File: src/rtl/addsub_arb_pkg.sv
// Shared parameters and payload types for the round-robin add/sub arbiter.
package addsub_arb_pkg;

  localparam int unsigned WIDTH   = 25;
  localparam int unsigned NUM_REQ = 4;

  function automatic int unsigned id_w(input int unsigned n);
    return (n > 1) ? $clog2(n) : 1;
  endfunction

  localparam int unsigned ID_W = id_w(NUM_REQ);

  typedef struct packed {
    logic [WIDTH-1:0] a;
    logic [WIDTH-1:0] b;
    logic             sub;
  } op_t;

  typedef struct packed {
    logic [WIDTH-1:0] sum;
    logic             cout;
    logic [ID_W-1:0]  id;
  } rsp_t;

  typedef enum logic {SLOT_EMPTY = 1'b0, SLOT_FULL = 1'b1} slot_state_t;

endpackage

File: src/rtl/addsub_arbiter_if.sv
// Requester and response bundle; master = requesters/consumer, slave = arbiter.
interface addsub_arbiter_if
  import addsub_arb_pkg::*;
#(
  parameter int unsigned P_WIDTH   = WIDTH,
  parameter int unsigned P_NUM_REQ = NUM_REQ,
  parameter int unsigned P_ID_W    = id_w(P_NUM_REQ)
);
  logic [P_NUM_REQ-1:0]         req_valid;
  logic [P_NUM_REQ-1:0]         req_ready;
  logic [P_NUM_REQ*P_WIDTH-1:0] req_a;
  logic [P_NUM_REQ*P_WIDTH-1:0] req_b;
  logic [P_NUM_REQ-1:0]         req_sub;
  logic                         rsp_valid;
  logic                         rsp_ready;
  logic [P_WIDTH-1:0]           rsp_sum;
  logic                         rsp_cout;
  logic [P_ID_W-1:0]            rsp_id;

  modport master (
    output req_valid, req_a, req_b, req_sub, rsp_ready,
    input  req_ready, rsp_valid, rsp_sum, rsp_cout, rsp_id
  );

  modport slave (
    input  req_valid, req_a, req_b, req_sub, rsp_ready,
    output req_ready, rsp_valid, rsp_sum, rsp_cout, rsp_id
  );
endinterface

File: src/rtl/addsub_arbiter_cla.sv
// Generate/propagate carry-lookahead adder with carry-in and carry-out.
module CarryLookaheadAdder #(
  parameter int unsigned WIDTH = 25
) (
  input  logic [WIDTH-1:0] a,
  input  logic [WIDTH-1:0] b,
  input  logic             cin,
  output logic [WIDTH-1:0] sum,
  output logic             cout
);
  logic [WIDTH-1:0] w_g;
  logic [WIDTH-1:0] w_p;
  logic [WIDTH:0]   w_c;

  assign w_g = a & b;
  assign w_p = a ^ b;

  always_comb begin
    w_c    = '0;
    w_c[0] = cin;
    for (int unsigned i = 0; i < WIDTH; i++) begin
      w_c[i+1] = w_g[i] | (w_p[i] & w_c[i]);
    end
  end

  assign sum  = w_p ^ w_c[WIDTH-1:0];
  assign cout = w_c[WIDTH];
endmodule

File: src/rtl/addsub_arbiter_rr_picker.sv
// Combinational round-robin picker: lowest set request at or cyclically after ptr,
// found by masking the low half of a doubled request vector.
module rr_picker #(
  parameter  int unsigned N  = 4,
  localparam int unsigned IW = (N > 1) ? $clog2(N) : 1
) (
  input  logic [N-1:0]  req,
  input  logic [IW-1:0] ptr,
  output logic [N-1:0]  grant,
  output logic [IW-1:0] gnt_idx,
  output logic          any
);
  localparam int unsigned DW = 2 * N;

  logic [DW-1:0] w_dbl;
  logic [DW-1:0] w_mask;
  logic [DW-1:0] w_masked;
  logic [DW-1:0] w_low;

  assign w_dbl    = {req, req};
  assign w_mask   = ~((DW'(1) << ptr) - DW'(1));
  assign w_masked = w_dbl & w_mask;
  // Isolate the lowest set bit, then fold both halves back onto N lanes.
  assign w_low    = w_masked & (~w_masked + DW'(1));
  assign grant    = w_low[N-1:0] | w_low[DW-1:N];
  assign any      = |req;

  always_comb begin
    gnt_idx = '0;
    for (int unsigned k = 0; k < N; k++) begin
      if (grant[k]) gnt_idx = gnt_idx | IW'(k);
    end
  end
endmodule

File: src/rtl/addsub_arbiter.sv
// Shares one add/sub datapath among NUM_REQ requesters with round-robin grant
// and a single registered response slot that can load while draining.
module addsub_arbiter
  import addsub_arb_pkg::*;
(
  input  logic              clk,
  input  logic              rst_n,
  addsub_arbiter_if.slave   bus
);
  logic [NUM_REQ-1:0] w_grant;
  logic [ID_W-1:0]    w_gnt_idx;
  logic               w_any;
  logic               w_accept;
  logic               w_hs;
  op_t                w_op;
  logic [WIDTH-1:0]   w_sum;
  logic               w_cout;
  logic [ID_W-1:0]    w_ptr_next;

  logic [ID_W-1:0]    r_rr_ptr;
  slot_state_t        r_state;
  rsp_t               r_rsp;

  rr_picker #(.N(NUM_REQ)) u_picker (
    .req     (bus.req_valid),
    .ptr     (r_rr_ptr),
    .grant   (w_grant),
    .gnt_idx (w_gnt_idx),
    .any     (w_any)
  );

  always_comb begin
    w_op = '0;
    for (int unsigned k = 0; k < NUM_REQ; k++) begin
      if (w_grant[k]) begin
        w_op.a   = bus.req_a[k*WIDTH +: WIDTH];
        w_op.b   = bus.req_b[k*WIDTH +: WIDTH];
        w_op.sub = bus.req_sub[k];
      end
    end
  end

  CarryLookaheadAdder #(.WIDTH(WIDTH)) u_adder (
    .a    (w_op.a),
    .b    (w_op.b ^ {WIDTH{w_op.sub}}),
    .cin  (w_op.sub),
    .sum  (w_sum),
    .cout (w_cout)
  );

  assign w_accept   = (r_state == SLOT_EMPTY) || bus.rsp_ready;
  assign w_hs       = w_any && w_accept;
  assign w_ptr_next = (w_gnt_idx == ID_W'(NUM_REQ - 1)) ? '0 : w_gnt_idx + ID_W'(1);

  // Ready is forced low while reset is held, even though the slot reads EMPTY.
  assign bus.req_ready = w_grant & {NUM_REQ{w_accept & rst_n}};

  always_ff @(posedge clk or negedge rst_n) begin
    if (!rst_n) begin
      r_state  <= SLOT_EMPTY;
      r_rsp    <= '0;
      r_rr_ptr <= '0;
    end else begin
      case (r_state)
        SLOT_EMPTY: begin
          if (w_hs) begin
            r_state  <= SLOT_FULL;
            r_rsp    <= '{sum: w_sum, cout: w_cout, id: w_gnt_idx};
            r_rr_ptr <= w_ptr_next;
          end
        end
        SLOT_FULL: begin
          if (w_hs) begin
            r_rsp    <= '{sum: w_sum, cout: w_cout, id: w_gnt_idx};
            r_rr_ptr <= w_ptr_next;
          end else if (bus.rsp_ready) begin
            r_state  <= SLOT_EMPTY;
          end
        end
        default: r_state <= SLOT_EMPTY;
      endcase
    end
  end

  assign bus.rsp_valid = (r_state == SLOT_FULL);
  assign bus.rsp_sum   = r_rsp.sum;
  assign bus.rsp_cout  = r_rsp.cout;
  assign bus.rsp_id    = r_rsp.id;
endmodule

File: src/flat_wrapper.sv
// flat-port wrapper written by rule: the top's interface ports become plain ports
module addsub_arbiter_flat import addsub_arb_pkg::*;
  (clk, rst_n, bus_req_valid, bus_req_a, bus_req_b, bus_req_sub, bus_rsp_ready, bus_req_ready, bus_rsp_valid, bus_rsp_sum, bus_rsp_cout, bus_rsp_id);
  addsub_arbiter_if bus_i ();
  input  logic clk;
  input  logic rst_n;
  input wire logic [$bits(bus_i.req_valid)-1:0] bus_req_valid;
  input wire logic [$bits(bus_i.req_a)-1:0] bus_req_a;
  input wire logic [$bits(bus_i.req_b)-1:0] bus_req_b;
  input wire logic [$bits(bus_i.req_sub)-1:0] bus_req_sub;
  input wire logic [$bits(bus_i.rsp_ready)-1:0] bus_rsp_ready;
  output wire logic [$bits(bus_i.req_ready)-1:0] bus_req_ready;
  output wire logic [$bits(bus_i.rsp_valid)-1:0] bus_rsp_valid;
  output wire logic [$bits(bus_i.rsp_sum)-1:0] bus_rsp_sum;
  output wire logic [$bits(bus_i.rsp_cout)-1:0] bus_rsp_cout;
  output wire logic [$bits(bus_i.rsp_id)-1:0] bus_rsp_id;
  assign bus_i.req_valid = bus_req_valid;
  assign bus_i.req_a = bus_req_a;
  assign bus_i.req_b = bus_req_b;
  assign bus_i.req_sub = bus_req_sub;
  assign bus_i.rsp_ready = bus_rsp_ready;
  assign bus_req_ready = bus_i.req_ready;
  assign bus_rsp_valid = bus_i.rsp_valid;
  assign bus_rsp_sum = bus_i.rsp_sum;
  assign bus_rsp_cout = bus_i.rsp_cout;
  assign bus_rsp_id = bus_i.rsp_id;
  addsub_arbiter u_core (.clk(clk), .rst_n(rst_n), .bus(bus_i));
endmodule
File: config.mk
export PLATFORM = sky130hd
export DESIGN_NAME = addsub_arbiter_flat
export DESIGN_NICKNAME = d
export VERILOG_FILES = /design/src/rtl/addsub_arb_pkg.sv /design/src/rtl/addsub_arbiter_if.sv /design/src/rtl/addsub_arbiter_cla.sv /design/src/rtl/addsub_arbiter_rr_picker.sv /design/src/rtl/addsub_arbiter.sv /design/src/flat_wrapper.sv
export SDC_FILE = /design/constraint.sdc
export NUM_CORES = 1
export LEC_CHECK = 0
export BUFFER_PORTS_ARGS = -buffer_cell sky130_fd_sc_hd__buf_2
export CORE_MARGIN = 10
export CORE_UTILIZATION = 42
export CTS_CLUSTER_SIZE = 16
export DETAILED_ROUTE_END_ITERATION = 7
export PLACE_DENSITY = 0.82
export SETUP_SLACK_MARGIN = 0.3
export SKIP_LAST_GASP = 1
export SLEW_MARGIN = 20
export SYNTH_ARGS = -nofsm -noshare
export SYNTH_HDL_FRONTEND = slang
export SYNTH_SLANG_ARGS = --single-unit
export TNS_END_PERCENT = 20
File: constraint.sdc
create_clock -name clk -period 15.5 [get_ports clk]
set_input_delay 1.55 -clock clk [delete_from_list [all_inputs] [get_ports clk]]
set_output_delay 1.55 -clock clk [all_outputs]
set_load 0.02 [all_outputs]
==> metrics.txt, run 1 <==
status complete, no violations; CTS Buffer Depth 2; RD Place Congestion 0.963; Seq/Total Area, Yosys 0.234; Post-synth top cells nand2_1, nor2_1, dfrtp_1; Setup WS pre-CTS 1.14 ns; n_diodes 0; Final WS setup between 1 and 1.5 ns; total number of vias 3,991; RSZ-0062 raised after global routing no; post-route setup TNS 0 ns; Clock Latency Late Sink ~0.28 ns; std cell rows 32; Leak between 0.002 and 0.0025 µW; WP data arrival ~14 ns; first drt pass iteration count 5; NumNets Final 823; slowest stage delay, CP 0.62 ns; crit path launch type primary input; Max-slew headroom 0.449; Chip Width 109 µm; Slew @ Worst Pin approximately 0.82 ns; Synth Cell Area around 3300 µm²; clock sink count 31; Yosys warnings 0; Post-Syn Area per Cell slightly above 9 µm²; clock-pin transition on the worst setup and hold timing paths 0.07 ns; Post-synth EDFFs 0; total wire length roughly 14,000 µm; Synth area leaders dfrtp_1, fa_1, a221oi_1, a221o_1, xnor2_1; Post-CTS Hold Buffers 0; pwr dens approximately 270 nW/µm²; Crit. End Element register; CP required 15.67 ns; initial core utilization 0.431; vias per cell a little under 6; Final Hold Fails 0; CTS tree built; critical path class primary input to register; CP most frequent cell fa_1; Synthesized Nets roughly 600; Post-DRT Antenna Nets 0; Synth cell types 50; top cell type's share of synthesized area 0.234; share of layout cells above drive strength 1 0.469; delay-heaviest family, CP adder cells; DRT iter0 DRCs 222; cell taking the most area after synthesis dfrtp_1; Num CTS Buffers 5; initial antenna violation count 1; htree depth 2; Remaining Overflow, GRT 0; largest net degree at the start of global routing 50; IO Pins between 200 and 250; endpoints failing setup 0; minimum clock period roughly 14 ns; Power, Total approximately 1300 µW; post-DR wirelength/cell between 20 and 25 µm; Final HPWL DP about 12,000 µm; postcts setup bufs 0; Peak VDD IR ~0.00012 V; crit share post-route 0.903; number of synthesized register bits 31; Total Routing Usage GR 0.227; Critical-path top delay cell or4_2; DIE HEIGHT around 110 µm; area grow syn2layout 42.0%; Slew Viols, Final 0; Cells after Synth 360; Layout Cells excl Fill around 700; Max Freq a little over 70 MHz; WP buf/inv 3; Clock Skew between 0.003 and 0.004 ns; crit path max fanout 11; Max-Cap Viols 0; core box area roughly 7700 µm²; count leader, synth nand2_1; ys flop type dfrtp_1; post-cts resize count 0; vias in the first global route 4,068; async set-reset flop share out of synthesis 1.00; DRC 0; first-pass GRT wire length between 20,000 and 25,000 µm; placed insts just under 700; CTS Root Buffer Type clkbuf_8; die area approximately 12,000 µm²; port buffer count 243; Hold Path Class register to register
[sequential cells by signal, summed over array words and instances, names as in the netlist]
| register | flops |
|---|---|
| u_core.bus.rsp_valid | 1 |
| u_core.r_rr_ptr | 2 |
| u_core.bus.rsp_cout | 1 |
| u_core.bus.rsp_sum | 25 |
| u_core.bus.rsp_id | 2 |
[cell usage in the layout, fill, tap and decap left out, drive strengths merged, types with 2 or more instances in the layout]
cell type,instances
nand2,45
buf,254
o22ai,4
dfrtp,31
a31oi,2
nand2b,2
nor3,2
a21oi,3
and3,2
fa,24
o2bb2ai,23
or4b,2
a2bb2oi,3
nor3b,2
clkbuf,6
a21o,2
xnor2,24
nor4,2
nor2,36
inv,4
o21ai,24
a221oi,28
o221ai,21
a221o,22
[cell type report]
type / instances / area [µm²]
fill: 709 / 2980
multi-input combinational: 291 / 2370
timing repair buffer: 254 / 1300
sequential: 31 / 776
tap: 102 / 128
clock buffer: 6 / 82.6
clock inverter: 2 / 35.0
inverter: 4 / 15.0
[cells by family after synthesis]
group,count (synthesis),synth area share
adders and majority gates,25,0.149
buffers and inverters,38,0.0521
muxes,1,0.00340
xor gates and xnor gates,24,0.0634
AOI/OAI and AO/OA,141,0.357
DFF,31,0.234
and+or+nand+nor,100,0.141
[report_power, final]
group	leakage [µW]	total, µW	internal (µW)	switching, µW
Combinational	0.00179	1020	432	585
Clock	0.0000612	83.2	52.0	31.2
Sequential	0.000372	156	130	26.4
Total	0.00222	1260	614	643
[per-stage QoR]
| stage | utilization | instance area [µm²] | hold slack [ns] |
|---|---|---|---|
| after floorplan | - | 3310 | 0.589 |
| after global placement | 0.597 | 4590 | 0.456 |
| after CTS | 0.612 | 4700 | 0.477 |
| after detailed placement | 0.597 | 4590 | 0.461 |
| after global routing | 0.612 | 4700 | 0.502 |
| final | 0.612 | 4700 | 0.475 |
[final timing paths]
path	slack, ns	end	depth (start not counted)	from
worst max-delay path	1.50	u_core.bus.rsp_sum[24]	34	bus_req_valid[0]
worst min-delay path	0.47	u_core.bus.rsp_sum[16]	2	u_core.bus.rsp_sum[16]
worst max register to register	1.88	u_core.bus.rsp_sum[24]	35	u_core.r_rr_ptr[1]
worst min register to register	0.47	u_core.bus.rsp_sum[16]	2	u_core.bus.rsp_sum[16]
max in group asynchronous	13.73	u_core.bus.rsp_sum[0]	1	rst_n
min in group asynchronous	1.31	u_core.bus.rsp_sum[14]	1	rst_n
[per-layer routing]
metal	GRT usage	up-vias	part of all wire
met5	0	-	0.00090
li1	-	1852	-
met1	0.279	1865	0.39
met3	0.0614	38	0.097
met2	0.370	234	0.48
met4	0.0923	2	0.033
[worst register-to-register path: cells and delay by family, from the launching register on]
kind	cells	cell delay, ns
fa+ha+maj	25	10.81
simple gates	7	1.96
flops	1	0.50
buf+inv	2	0.13
compound gates	1	0.12
Power figures use the tool's default switching activity.
==> run 2, diff against run 1 <==
Settings changed: RECOVER_POWER from default to 25.
Clock period 15.5 ns to 15.3 ns, I/O delays scaled along.
==> run 2 against run 1 <==
Wire length shrank 0.84%. Sequential share of layout area is essentially flat. Global-route usage shrank 0.18 points. Cell area is essentially flat. Combinational power is essentially flat. Worst setup slack lost 0.017 ns. Critical path type unchanged. The run now ends with max-capacitance violations, max-slew violations left. Clock power shrank 3.0%. Register-to-register slack lost 0.09 ns. Die area is the same. Via count shrank 2.0%. Non-clock buffer count is the same.
==> metrics.txt, run 2 (synthesized netlist as in run 1, its figures left out) <==
Levels on crit path 34; Num CTS Buffers 5; Clock Skew 0.00620 ns; placed inst area between 4000 and 5000 µm²; max reg flops 25; vias per cell roughly 5.7; CTS tree built; Clock Latency Late Sink around 0.28 ns; core box area just under 8000 µm²; endpoints failing setup 0; first drt pass iteration count 4; RSZ-0062 raised after global routing no; share of layout cells above drive strength 1 0.468; sequential cell area 776 µm²; DIE HEIGHT 109 µm; Chip Width roughly 110 µm; DRC 0; area grow syn2layout 41.9%; total wire length around 14,000 µm; pwr dens 269 nW/µm²; crit share post-route 0.903; post-route setup TNS 0 ns; post-DR wirelength/cell about 21 µm; WP data arrival roughly 14 ns; Final Hold Fails 0; first-pass GRT wire length 21,200 µm; met3 wire len approximately 1300 µm; delay-heaviest family, CP adder cells; Total Routing Usage GR 0.225; NumNets Final between 800 and 900; Max Freq about 72 MHz; Hold Path Class register to register; post-cts resize count 0; vias in the first global route ~4,000; CTS Buffer Depth 2; Highest Signal Layer met5; Slew Viols, Final 35; critical path class primary input to register; Post-CTS Hold Buffers 0; port buffer count approximately 240; std cell rows 32; hold-critical path depth 2; CTS Root Buffer Type clkbuf_8; postcts setup bufs 0; r2r worst-path depth 36; slowest stage delay, CP 0.64 ns; WP buf/inv 3; Fill cells approximately 740; Post-DRT Antenna Nets 0; initial antenna violation count 1; htree depth 2; routed wl met2 between 7000 and 8000 µm; final instance area between 4000 and 5000 µm²; M1 WL approximately 5800 µm; die area 11,800 µm²; Multi-input gate area between 2000 and 2500 µm²; DRT iter0 DRCs about 240; total number of vias 3,912; Critical-path top delay cell or4_2; Leak approximately 0.0022 µW; minimum clock period between 10 and 15 ns; initial core utilization 0.431; Max-Cap Viols 1; hold_ws between 0.4 and 0.5 ns; clock sink count 31; failing checks max-capacitance violations, max-slew violations; largest net degree at the start of global routing 50; status finished, violations left; most frequent cells in the layout buf_2, nand2_1, nor2_1, dfrtp_1, a221oi_1; RD Place Congestion roughly 0.95; Final HPWL DP around 12,000 µm; Crit. End Element register; CP required between 15 and 20 ns; crit path launch type primary input; crit path max fanout 7; Peak VDD IR 0.000110 V; commonest non-fill, non-tap cell in the layout buf_2; IO Pins 244; CP most frequent cell fa_1; clock-pin transition on the worst setup and hold timing paths 0.07 ns; Remaining Overflow, GRT 0; Max-slew headroom -0.147; Slew @ Worst Pin approximately 1.7 ns
==> run 2: cell types whose count changed in the layout (fill, tap and decap cells not counted), sizes merged <==
cell	before	now
buf	254	253
clkinv	1	2
diode	0	1
==> run 2: worst paths after layout <==
| path | from | to | slack, ns |
|---|---|---|---|
| min in group asynchronous | rst_n | u_core.bus.rsp_sum[14] | 1.70 |
| worst max register to register | u_core.r_rr_ptr[1] | u_core.bus.rsp_sum[24] | 1.79 |
| max in group asynchronous | rst_n | u_core.bus.rsp_sum[9] | 12.61 |
| worst max-delay path | bus_req_valid[0] | u_core.bus.rsp_sum[24] | 1.48 |
| worst min register to register | u_core.bus.rsp_sum[8] | u_core.bus.rsp_sum[8] | 0.47 |
| worst min-delay path | u_core.bus.rsp_sum[8] | u_core.bus.rsp_sum[8] | 0.47 |
==> run 2: cell type report <==
| cell class | instances | area share |
|---|---|---|
| inverter | 4 | 0.00319 |
| clock buffer | 5 | 0.0146 |
| sequential | 31 | 0.165 |
| antenna | 1 | 0.000532 |
| tap | 102 | 0.0271 |
| clock inverter | 3 | 0.00932 |
| timing repair buffer | 254 | 0.276 |
| multi-input combinational | 291 | 0.504 |
==> run 2: worst register-to-register path: cells and delay by family, from the launching register on <==
kind / cells / cell delay (ns)
AOI/OAI and AO/OA: 2 / 0.42
adders and majority gates: 25 / 10.74
buffers and inverters: 3 / 0.40
DFF: 1 / 0.51
muxes: 1 / 0.25
and+or+nand+nor: 5 / 1.08
==> run 2: report_power, final <==
part           switching, µW  total [µW]  internal [µW]
Sequential              26.7         158            131
Clock                   32.2        80.7           48.5
Combinational            587        1030            439
==> run 2: per-layer routing <==
metal | up-vias | track usage
met5 | - | 0
met3 | 8 | 0.0555
li1 | 1855 | -
met2 | 207 | 0.379
met1 | 1840 | 0.290
met4 | 2 | 0.0386
==> run 2: through the flow <==
stage	total power, µW	setup slack [ns]	std cells	utilization
after floorplan	923	1.67	360	-
after global placement	1150	1.30	682	0.597
after detailed placement	1200	1.09	682	0.597
after CTS	1280	1.39	690	0.611
after global routing	1410	1.03	690	0.611
final	1270	1.48	691	0.611
